`config.mk`:
```
export PLATFORM = sky130hd
export DESIGN_NAME = seg_disp_sched
export DESIGN_NICKNAME = d
export VERILOG_FILES = /design/src/rtl/seg_disp_pkg.sv /design/src/rtl/seg_rr_pick.sv /design/src/rtl/seg_disp_sched.sv
export SDC_FILE = /design/constraint.sdc
export NUM_CORES = 1
export LEC_CHECK = 0
export CORE_MARGIN = 2
export CORE_UTILIZATION = 53
export DETAILED_ROUTE_END_ITERATION = 7
export PLACE_DENSITY = 0.95
export SETUP_SLACK_MARGIN = 0.5
export SKIP_CTS_REPAIR_TIMING = 1
export SYNTH_ARGS = -nofsm -noshare
export SYNTH_HDL_FRONTEND = slang
export SYNTH_SLANG_ARGS = --single-unit
```
`constraint.sdc`:
```
create_clock -name sys_clk -period 3.2 [get_ports sys_clk]
set_input_delay 0.32 -clock sys_clk [delete_from_list [all_inputs] [get_ports sys_clk]]
set_output_delay 0.32 -clock sys_clk [all_outputs]
set_load 0.02 [all_outputs]
```
`src/rtl/seg_disp_pkg.sv`:
```
// Shared types and constants for the seg_led display scheduler.
package seg_disp_pkg;

  typedef enum logic [1:0] {
    StIdle  = 2'd0,
    StShow  = 2'd1,
    StBlank = 2'd2
  } state_e;

  localparam logic [1:0] OWNER_NONE = 2'd3;
  localparam int unsigned NSRC = 3;

  // Next source index in round-robin order, wrapping 2 -> 0.
  function automatic logic [1:0] rr_next(logic [1:0] idx);
    return (idx >= 2'd2) ? 2'd0 : idx + 2'd1;
  endfunction

endpackage

```
`src/rtl/seg_rr_pick.sv`:
```
// Combinational round-robin picker: searches last+1, last+2, last and returns
// the first requester.
module seg_rr_pick
  import seg_disp_pkg::*;
(
  input  logic [2:0] req,
  input  logic [1:0] last,
  output logic       valid,
  output logic [1:0] idx
);

  logic [1:0] cand;

  always_comb begin
    valid = 1'b0;
    idx   = OWNER_NONE;
    cand  = last;
    for (int unsigned i = 0; i < NSRC; i++) begin
      cand = rr_next(cand);
      if (!valid && req[cand]) begin
        valid = 1'b1;
        idx   = cand;
      end
    end
  end

endmodule

```
`src/rtl/seg_disp_sched.sv`:
```
// Time-shares one seg_led driver between three sources: round-robin grant,
// minimum dwell per owner, blank gap between owners, and an owner lock.
module seg_disp_sched
  import seg_disp_pkg::*;
#(
  parameter int unsigned CLK_FREQ = 50_000_000,
  parameter int unsigned DWELL_MS = 1000,
  parameter int unsigned BLANK_MS = 100
) (
  input  logic        sys_clk,
  input  logic        sys_rst,
  input  logic [2:0]  req,
  input  logic        lock,
  input  logic [19:0] data0,
  input  logic [19:0] data1,
  input  logic [19:0] data2,
  input  logic [5:0]  point0,
  input  logic [5:0]  point1,
  input  logic [5:0]  point2,
  input  logic        en0,
  input  logic        en1,
  input  logic        en2,
  input  logic        sign0,
  input  logic        sign1,
  input  logic        sign2,
  output logic [2:0]  grant,
  output logic [1:0]  owner,
  output logic [19:0] data,
  output logic [5:0]  point,
  output logic        en,
  output logic        sign
);

  localparam int unsigned DWELL_CYC = CLK_FREQ / 1000 * DWELL_MS;
  localparam int unsigned BLANK_CYC = CLK_FREQ / 1000 * BLANK_MS;
  localparam int unsigned DWELL_W = (DWELL_CYC > 1) ? $clog2(DWELL_CYC) : 1;
  localparam int unsigned BLANK_W = (BLANK_CYC > 1) ? $clog2(BLANK_CYC) : 1;
  localparam logic [DWELL_W-1:0] DWELL_MAX = DWELL_W'(DWELL_CYC - 1);
  localparam logic [BLANK_W-1:0] BLANK_MAX = BLANK_W'(BLANK_CYC - 1);

  state_e             state_q, state_d;
  logic [1:0]         last_q, last_d;
  logic [DWELL_W-1:0] dwell_q, dwell_d;
  logic [BLANK_W-1:0] blank_q, blank_d;
  logic [2:0]         grant_q, grant_d;
  logic [1:0]         owner_q, owner_d;
  logic [19:0]        data_q, data_d;
  logic [5:0]         point_q, point_d;
  logic               en_q, en_d;
  logic               sign_q, sign_d;

  logic        pick_valid;
  logic [1:0]  pick_idx;
  logic [19:0] src_data;
  logic [5:0]  src_point;
  logic        src_en;
  logic        src_sign;
  logic        own_req;
  logic        other_req;
  logic        dwell_sat;

  seg_rr_pick u_pick (
    .req   (req),
    .last  (last_q),
    .valid (pick_valid),
    .idx   (pick_idx)
  );

  always_comb begin
    src_data  = '0;
    src_point = '0;
    src_en    = 1'b0;
    src_sign  = 1'b0;
    case (owner_q)
      2'd0: begin
        src_data = data0; src_point = point0; src_en = en0; src_sign = sign0;
      end
      2'd1: begin
        src_data = data1; src_point = point1; src_en = en1; src_sign = sign1;
      end
      2'd2: begin
        src_data = data2; src_point = point2; src_en = en2; src_sign = sign2;
      end
      default: ;
    endcase
  end

  // grant_q is one-hot on the owner while showing, so it splits req cleanly.
  assign own_req   = |(req & grant_q);
  assign other_req = |(req & ~grant_q);
  assign dwell_sat = (dwell_q == DWELL_MAX);

  always_comb begin
    state_d = state_q;
    last_d  = last_q;
    dwell_d = dwell_q;
    blank_d = blank_q;
    grant_d = grant_q;
    owner_d = owner_q;
    data_d  = data_q;
    point_d = point_q;
    en_d    = en_q;
    sign_d  = sign_q;

    case (state_q)
      StIdle: begin
        en_d    = 1'b0;
        grant_d = '0;
        owner_d = OWNER_NONE;
        if (pick_valid) begin
          state_d = StShow;
          last_d  = pick_idx;
          owner_d = pick_idx;
          grant_d = 3'b001 << pick_idx;
          dwell_d = '0;
        end
      end

      StShow: begin
        if (!own_req) begin
          state_d = other_req ? StBlank : StIdle;
        end else if (dwell_sat && !lock && other_req) begin
          state_d = StBlank;
        end
        if (state_d == StShow) begin
          data_d  = src_data;
          point_d = src_point;
          en_d    = src_en;
          sign_d  = src_sign;
          if (!dwell_sat) begin
            dwell_d = dwell_q + DWELL_W'(1);
          end
        end else begin
          en_d    = 1'b0;
          grant_d = '0;
          owner_d = OWNER_NONE;
          dwell_d = '0;
          blank_d = '0;
        end
      end

      StBlank: begin
        if (blank_q == BLANK_MAX) begin
          blank_d = '0;
          if (pick_valid) begin
            state_d = StShow;
            last_d  = pick_idx;
            owner_d = pick_idx;
            grant_d = 3'b001 << pick_idx;
            dwell_d = '0;
          end else begin
            state_d = StIdle;
          end
        end else begin
          blank_d = blank_q + BLANK_W'(1);
        end
      end

      default: begin
        state_d = StIdle;
        grant_d = '0;
        owner_d = OWNER_NONE;
        en_d    = 1'b0;
      end
    endcase
  end

  always_ff @(posedge sys_clk) begin
    if (sys_rst) begin
      state_q <= StIdle;
      last_q  <= 2'd2;
      dwell_q <= '0;
      blank_q <= '0;
      grant_q <= '0;
      owner_q <= OWNER_NONE;
      data_q  <= '0;
      point_q <= '0;
      en_q    <= 1'b0;
      sign_q  <= 1'b0;
    end else begin
      state_q <= state_d;
      last_q  <= last_d;
      dwell_q <= dwell_d;
      blank_q <= blank_d;
      grant_q <= grant_d;
      owner_q <= owner_d;
      data_q  <= data_d;
      point_q <= point_d;
      en_q    <= en_d;
      sign_q  <= sign_d;
    end
  end

  assign grant = grant_q;
  assign owner = owner_q;
  assign data  = data_q;
  assign point = point_q;
  assign en    = en_q;
  assign sign  = sign_q;

endmodule

```
Word-level counts from Yosys, hierarchy flattened
Index checks and enable logic that the tools add are counted.
Word-level totals
  register bits after elaboration: 86
  word-level logic and storage cells: 107
Cells by class
  add/sub/neg operators: 5
  $lt $le $gt $ge: 6
  equal/unequal tests: 12
  shift-type cells: 1
  muxes and demuxes: 50
  bitwise logic cells: 3
  reduce and logical (&&, ||, !) cells: 20
Operators with widths (number)
  26-bit two-way mux: 4
  26-bit one-hot mux with 3 select lines: 1
  20-bit one-hot mux with 3 select lines: 1
  23-bit two-way mux: 2
  23-bit one-hot mux with 2 select lines: 1
  2-bit two-way mux: 18
  26-bit by 1-bit adder with 26-bit output (second input constant): 1
  26-bit == test (second input constant): 1
  23-bit by 1-bit adder with 23-bit output (second input constant): 1
  23-bit == test (second input constant): 1
  6-bit one-hot mux with 3 select lines: 1
  3-bit two-way mux: 4
  2-bit one-hot mux with 3 select lines: 2
  2-bit by 3-bit less-than comparator with 1-bit output (second input constant): 3
  3-bit one-hot mux with 3 select lines: 1
  1-bit two-way mux: 8
  2-bit inequality test (second input constant): 4
  2-bit AND reduction: 4
  2-bit by 1-bit adder with 2-bit output (second input constant): 3
  3-bit bitwise AND: 2
  1-bit binary-select mux with 2-bit select: 3
  2-bit by 1-bit == test with 1-bit output (second input constant): 3
  2-bit greater-or-equal comparator (second input constant): 3
  1-bit one-hot mux with 3 select lines: 2
  other kinds (13): 23

Depth between registers and ports, before layout
  depth after elaboration: 15
  mapped depth: 8
  mapped depth without buffers: 7

Cells and area by module
From an unflattened synthesis, not the netlist that was laid out.
Second synthesis, totals
  cell total of the unflattened synthesis: 571
  area, all modules: 4725.8 sq um
Modules (own cells, without submodules)
  seg_disp_sched: instances 1, cells each 565, area an instance 4682.0 sq um, seq. area each 1721.7 sq um
  seg_rr_pick: instances 1, cells each 6, area an instance 43.8 sq um, seq. area each 0.0 sq um

Worst setup path before layout
Ideal clock, no wire load.
  path type: reg-to-reg
  start point: reg dwell_q[0]
  end point: reg blank_q[15]
  arrival time: 1972 ps
  data required time: 3060 ps
  setup slack: 1088 ps
  stages on the path, launching flop included: 9
  clock period less this slack: 2112 ps
  cell sequence: dfxtp_1 > ha_1 > nand3_1 > nor4_2 > nor3b_2 > buf_2 > nor2_1 > o21ai_1 > a311oi_1
On the way
  longest elaborated chain between the ends: 9
RTL lines
  from (decl): RTL line seg_disp_sched.sv:43  | logic [DWELL_W-1:0] dwell_q, dwell_d;
  from (signal assigned): RTL line seg_disp_sched.sv:183  | dwell_q <= dwell_d;
  26-bit == test: RTL line seg_disp_sched.sv:91  | assign dwell_sat = (dwell_q == DWELL_MAX);
  1-bit logical AND (2 in series): RTL line seg_disp_sched.sv:122  | end else if (dwell_sat && !lock && other_req) begin
  2-bit two-way mux: RTL line seg_disp_sched.sv:122
  2-bit two-way mux: RTL line seg_disp_sched.sv:120  | if (!own_req) begin
  2-bit two-way mux: RTL line seg_disp_sched.sv:105  | case (state_q)
  2-bit by 1-bit == test with 1-bit output: RTL line seg_disp_sched.sv:125  | if (state_d == StShow) begin
  2-bit inequality test (no source line)
  2-bit AND reduction (no source line)
  to (signal assigned): RTL line seg_disp_sched.sv:184  | blank_q <= blank_d;
  to (decl): RTL line seg_disp_sched.sv:44  | logic [BLANK_W-1:0] blank_q, blank_d;
Every way passes these cells. The select of a mux whose other input is x is not followed.
A chain may end at the register's enable or synchronous reset.

Final worst setup path
  start point: reg dwell_q[0]
  end point: reg dwell_q[3]
On the way
  longest elaborated chain between the ends: 9
RTL lines
  parallel branches: the longest is 9 deep, another holds 26-bit by 1-bit adder with 26-bit output
Several ways; the timed one is not identified. The select of a mux whose other input is x is not followed.

==> run_results.csv <==
group,metric,value,unit
routing,dr.pass1.iters,5,
grt,grt_usage,31.0,%
grt,grt_pass1_wl,22700,µm
sta,max_slew.worst_pin.slew,0.784,ns
setup_path,path_delay_family,"simple AND/OR/NAND/NOR gates",
hold_path,hp-class,"register to register",
sta,fmax,389,MHz
setup_path,crit_path_start_kind,"register",
setup_path,crit_fanout,10,
setup_path,timing.rr.end,"dwell_q[3]",
finish,post-route-util,74.1,%
logic_synthesis,yosys_warnings,0,
placement,place_ws,0.476,ns
sta,post-route-min-period,2.57,ns
setup_path,r2r_slack,0.63,ns
placement,place.gp.congestion,0.914,
grt,first_global_vias,4885,
logic_synthesis,synth_cells,556,
placement,place.port_buffers,122,
setup_path,required,3.46,ns
logic_synthesis,synth_top_family_by_area,"compound AO/OA/AOI/OAI gates",
clock_network,clk_latency,0.36,ns
hold_path,hold_end,"data[3]",
floorplan,io_pins,123,
finish,final_cell_mix,"122 x clkdlybuf4s50_1, 85 x dfxtp_1, 56 x nand2_1, 49 x o21ai_0, 40 x a21oi_1",
logic_synthesis,synth_area_per_cell,8.16,µm²
floorplan,die_w,96.5,µm
clock_network,cts.reportedPaths.clkPinSlew,0.09,ns
sta,finalHoldViolCount,0,
grt,gr-total-overflow,0,
clock_network,cts_tree,"done",
finish,mostFrequentLayoutCell,"clkdlybuf4s50_1",
sta,rsz0062_at_grt,"no",
sta,finalWorstSetupSlack,0.627,ns
setup_path,cp_slowest_cell,"dfxtp_1",
placement,hpwl,9830,µm
setup_path,crit_type,"register to register",
routing,routed_wl,14000,µm
sta,setup_tns,0,ns
grt,grt_max_degree,38,
flow_run,maxCapViolations,0,
routing,viasPerCell,6.33,
logic_synthesis,yosys_register_bits,86,
power,p_clk_share,33.7,%
logic_synthesis,synth_mux_area_share,7.94,%
sta,finalSetupViolCount,0,
finish,final_layout_size_suffix_gt1_share,5.61,%
logic_synthesis,synthAdderAreaFrac,0.551,%
clock_network,cts.htree.levels,3,
floorplan,dieArea,0.00932,mm²
logic_synthesis,synth_compound_area_share,25.2,%
power,comb_power_share,21.4,%
power,ir_drop,252,µV
finish,finalNetCount,764,
floorplan,core_area,0.00826,mm²
setup_path,critical_path_buf_inv_count,2,
sta,fin_crit_sh,80.4,%
floorplan,initial_core_util,55.0,%
logic_synthesis,synth-xor-area-share,0.386,%
sta,slew_headroom,47.7,%
logic_synthesis,syn_area,0.00454,mm²
hold_path,holdPathStages,1,
power,power.switching,0.000717,W
power,power_density,414,mW/mm²
floorplan,placementRows,33,
logic_synthesis,async_flop_share,0,%
power,leakage,2.33,nW
setup_path,cp_cell_sequence,"ha_1 > nand3_2 > nor4_4 > nor3b_4 > buf_4 > nor2_1 > buf_4 > a21o_1 > a21o_1",
power,cell_internal_pwr,0.00182,W
clock_network,numClockSinks,86,
clock_network,clockBufferDepth,2,
finish,syn_to_final_growth,34.8,%
setup_path,crit_arrival,2.84,ns
outcome,outcome,"finished clean",
routing,detail_route.wl_per_cell,17.9,µm
routing,ant_nets,0,
logic_synthesis,syn_nets,648,
setup_path,end_kind,"register",
power,swShare,28.3,%
clock_network,cts-root-buf,"clkbuf_8",
finish,diodes,0,
setup_path,slowest_delay,0.40,ns
setup_path,reg2reg_depth,9,
hold_path,worstHoldStart,"data[3]",
setup_path,r2r-start,"dwell_q[0]",
finish,fillers,544,
floorplan,die_h,96.5,µm
clock_network,cts-buffers-inserted,9,
grt,antenna_found_initial,0,
routing,vias,4949,
routing,remaining_drc_errors,0,
logic_synthesis,ys.flop_type,"dfxtp_1",
power,power_frac_seq,44.9,%
logic_synthesis,ys_types,53,
sta,fin_worst_skew,0.00954,ns
logic_synthesis,synth_edf_count,0,
sta,finalMaxSlewViolations,0,
logic_synthesis,synth-simple-area-share,24.3,%
routing,drtIter0Drc,408,
logic_synthesis,ys_seq_area_share,37.9,%
==> metrics by stage <==
step,cell area [µm²],hold WS [ns],total power [W],instances
after global routing,6120,0.504,0.00263,782
after global placement,5880,0.456,0.00166,765
after detailed placement,5880,0.466,0.00169,765
final,6120,0.481,0.00253,782
after floorplan,4540,0.430,0.00145,556
after CTS,6090,0.484,0.00252,781
==> synthesized netlist by cell type (5+ instances only) <==
library cell	instances	area share, %
mux2i_1	36	7.9
nor3_1	18	2.0
a21o_1	5	0.83
nor2_1	39	3.2
clkbuf_1	26	2.2
o21ai_0	49	5.4
a311oi_1	6	1.2
or3_1	10	1.4
and3_1	10	1.4
nand4_1	13	1.8
nand2b_1	9	1.2
inv_1	11	0.91
a211oi_1	12	2.0
dfxtp_1	86	38
a31oi_1	8	1.1
a21oi_1	40	4.4
a22o_1	26	5.0
nand3_1	18	2.0
buf_2	5	0.55
nand2_1	56	4.6
and2_1	9	1.2
==> worst max path at each step <==
stage	startpoint	slack (ns)	to	depth (start not counted)
after floorplan	dwell_q[0]	1.09	blank_q[15]	8
after global placement	req[0]	0.58	dwell_q[25]	8
after detailed placement	req[0]	0.48	dwell_q[25]	8
after CTS	dwell_q[0]	0.64	dwell_q[3]	9
after global routing	dwell_q[0]	0.45	dwell_q[3]	9
final	dwell_q[0]	0.63	dwell_q[3]	9
==> state kept, by name (all words and copies together), names as in the netlist, 2 cells and up <==
name and count:
point 6, dwell_q 26, grant 3, last_q 2, state_q 2, blank_q 23, data 20, owner 2
==> layer usage <==
metal | up-vias | wire (µm) | GRT usage (%)
met1 | 2322 | 5370 | 36.5
met5 | - | 0 | 0
met2 | 260 | 6930 | 52.7
li1 | 2317 | - | -
met3 | 50 | 1190 | 7.76
met4 | 0 | 504 | 15.1
==> power groups by stage <==
stage | sequential (W) | combinational, W | clock [W]
4_1_cts | 0.00114 | 0.000535 | 0.000848
2_1_floorplan | 0.00115 | 0.000302 | 0
3_3_place_gp | 0.00116 | 0.000507 | 0
3_5_place_dp | 0.00116 | 0.000527 | 0
6_report | 0.00114 | 0.000542 | 0.000854
5_1_grt | 0.00114 | 0.000584 | 0.000901
==> worst register-to-register path: cells and delay by family, from the launching register on <==
family | cells | cell delay, ns
buffers and inverters | 2 | 0.46
flip-flops | 1 | 0.40
adder cells (fa/ha/maj) | 1 | 0.26
AO/OA/AOI/OAI | 2 | 0.33
AND/OR/NAND/NOR | 4 | 1.03
==> cells by family after synthesis <==
| logic type | count (synthesis) |
|---|---|
| XOR/XNOR | 2 |
| AND/OR/NAND/NOR | 212 |
| flip-flops | 86 |
| multiplexers | 36 |
| buffers and inverters | 43 |
| AO/OA/AOI/OAI | 175 |
| adder cells (fa/ha/maj) | 2 |
==> layout make-up <==
| cell class | instances | area, µm² | share of cell area (%) |
|---|---|---|---|
| Clock buffer | 12 | 145 | 2.37 |
| Clock inverter | 4 | 70.1 | 1.15 |
| Inverter | 11 | 41.3 | 0.675 |
| Multi-Input combinational cell | 427 | 2670 | 43.7 |
| Sequential cell | 86 | 1720 | 28.2 |
| Tap cell | 105 | 131 | 2.15 |
| Timing Repair Buffer | 137 | 1330 | 21.8 |
No activity file was read; power rests on OpenSTA's default activity.
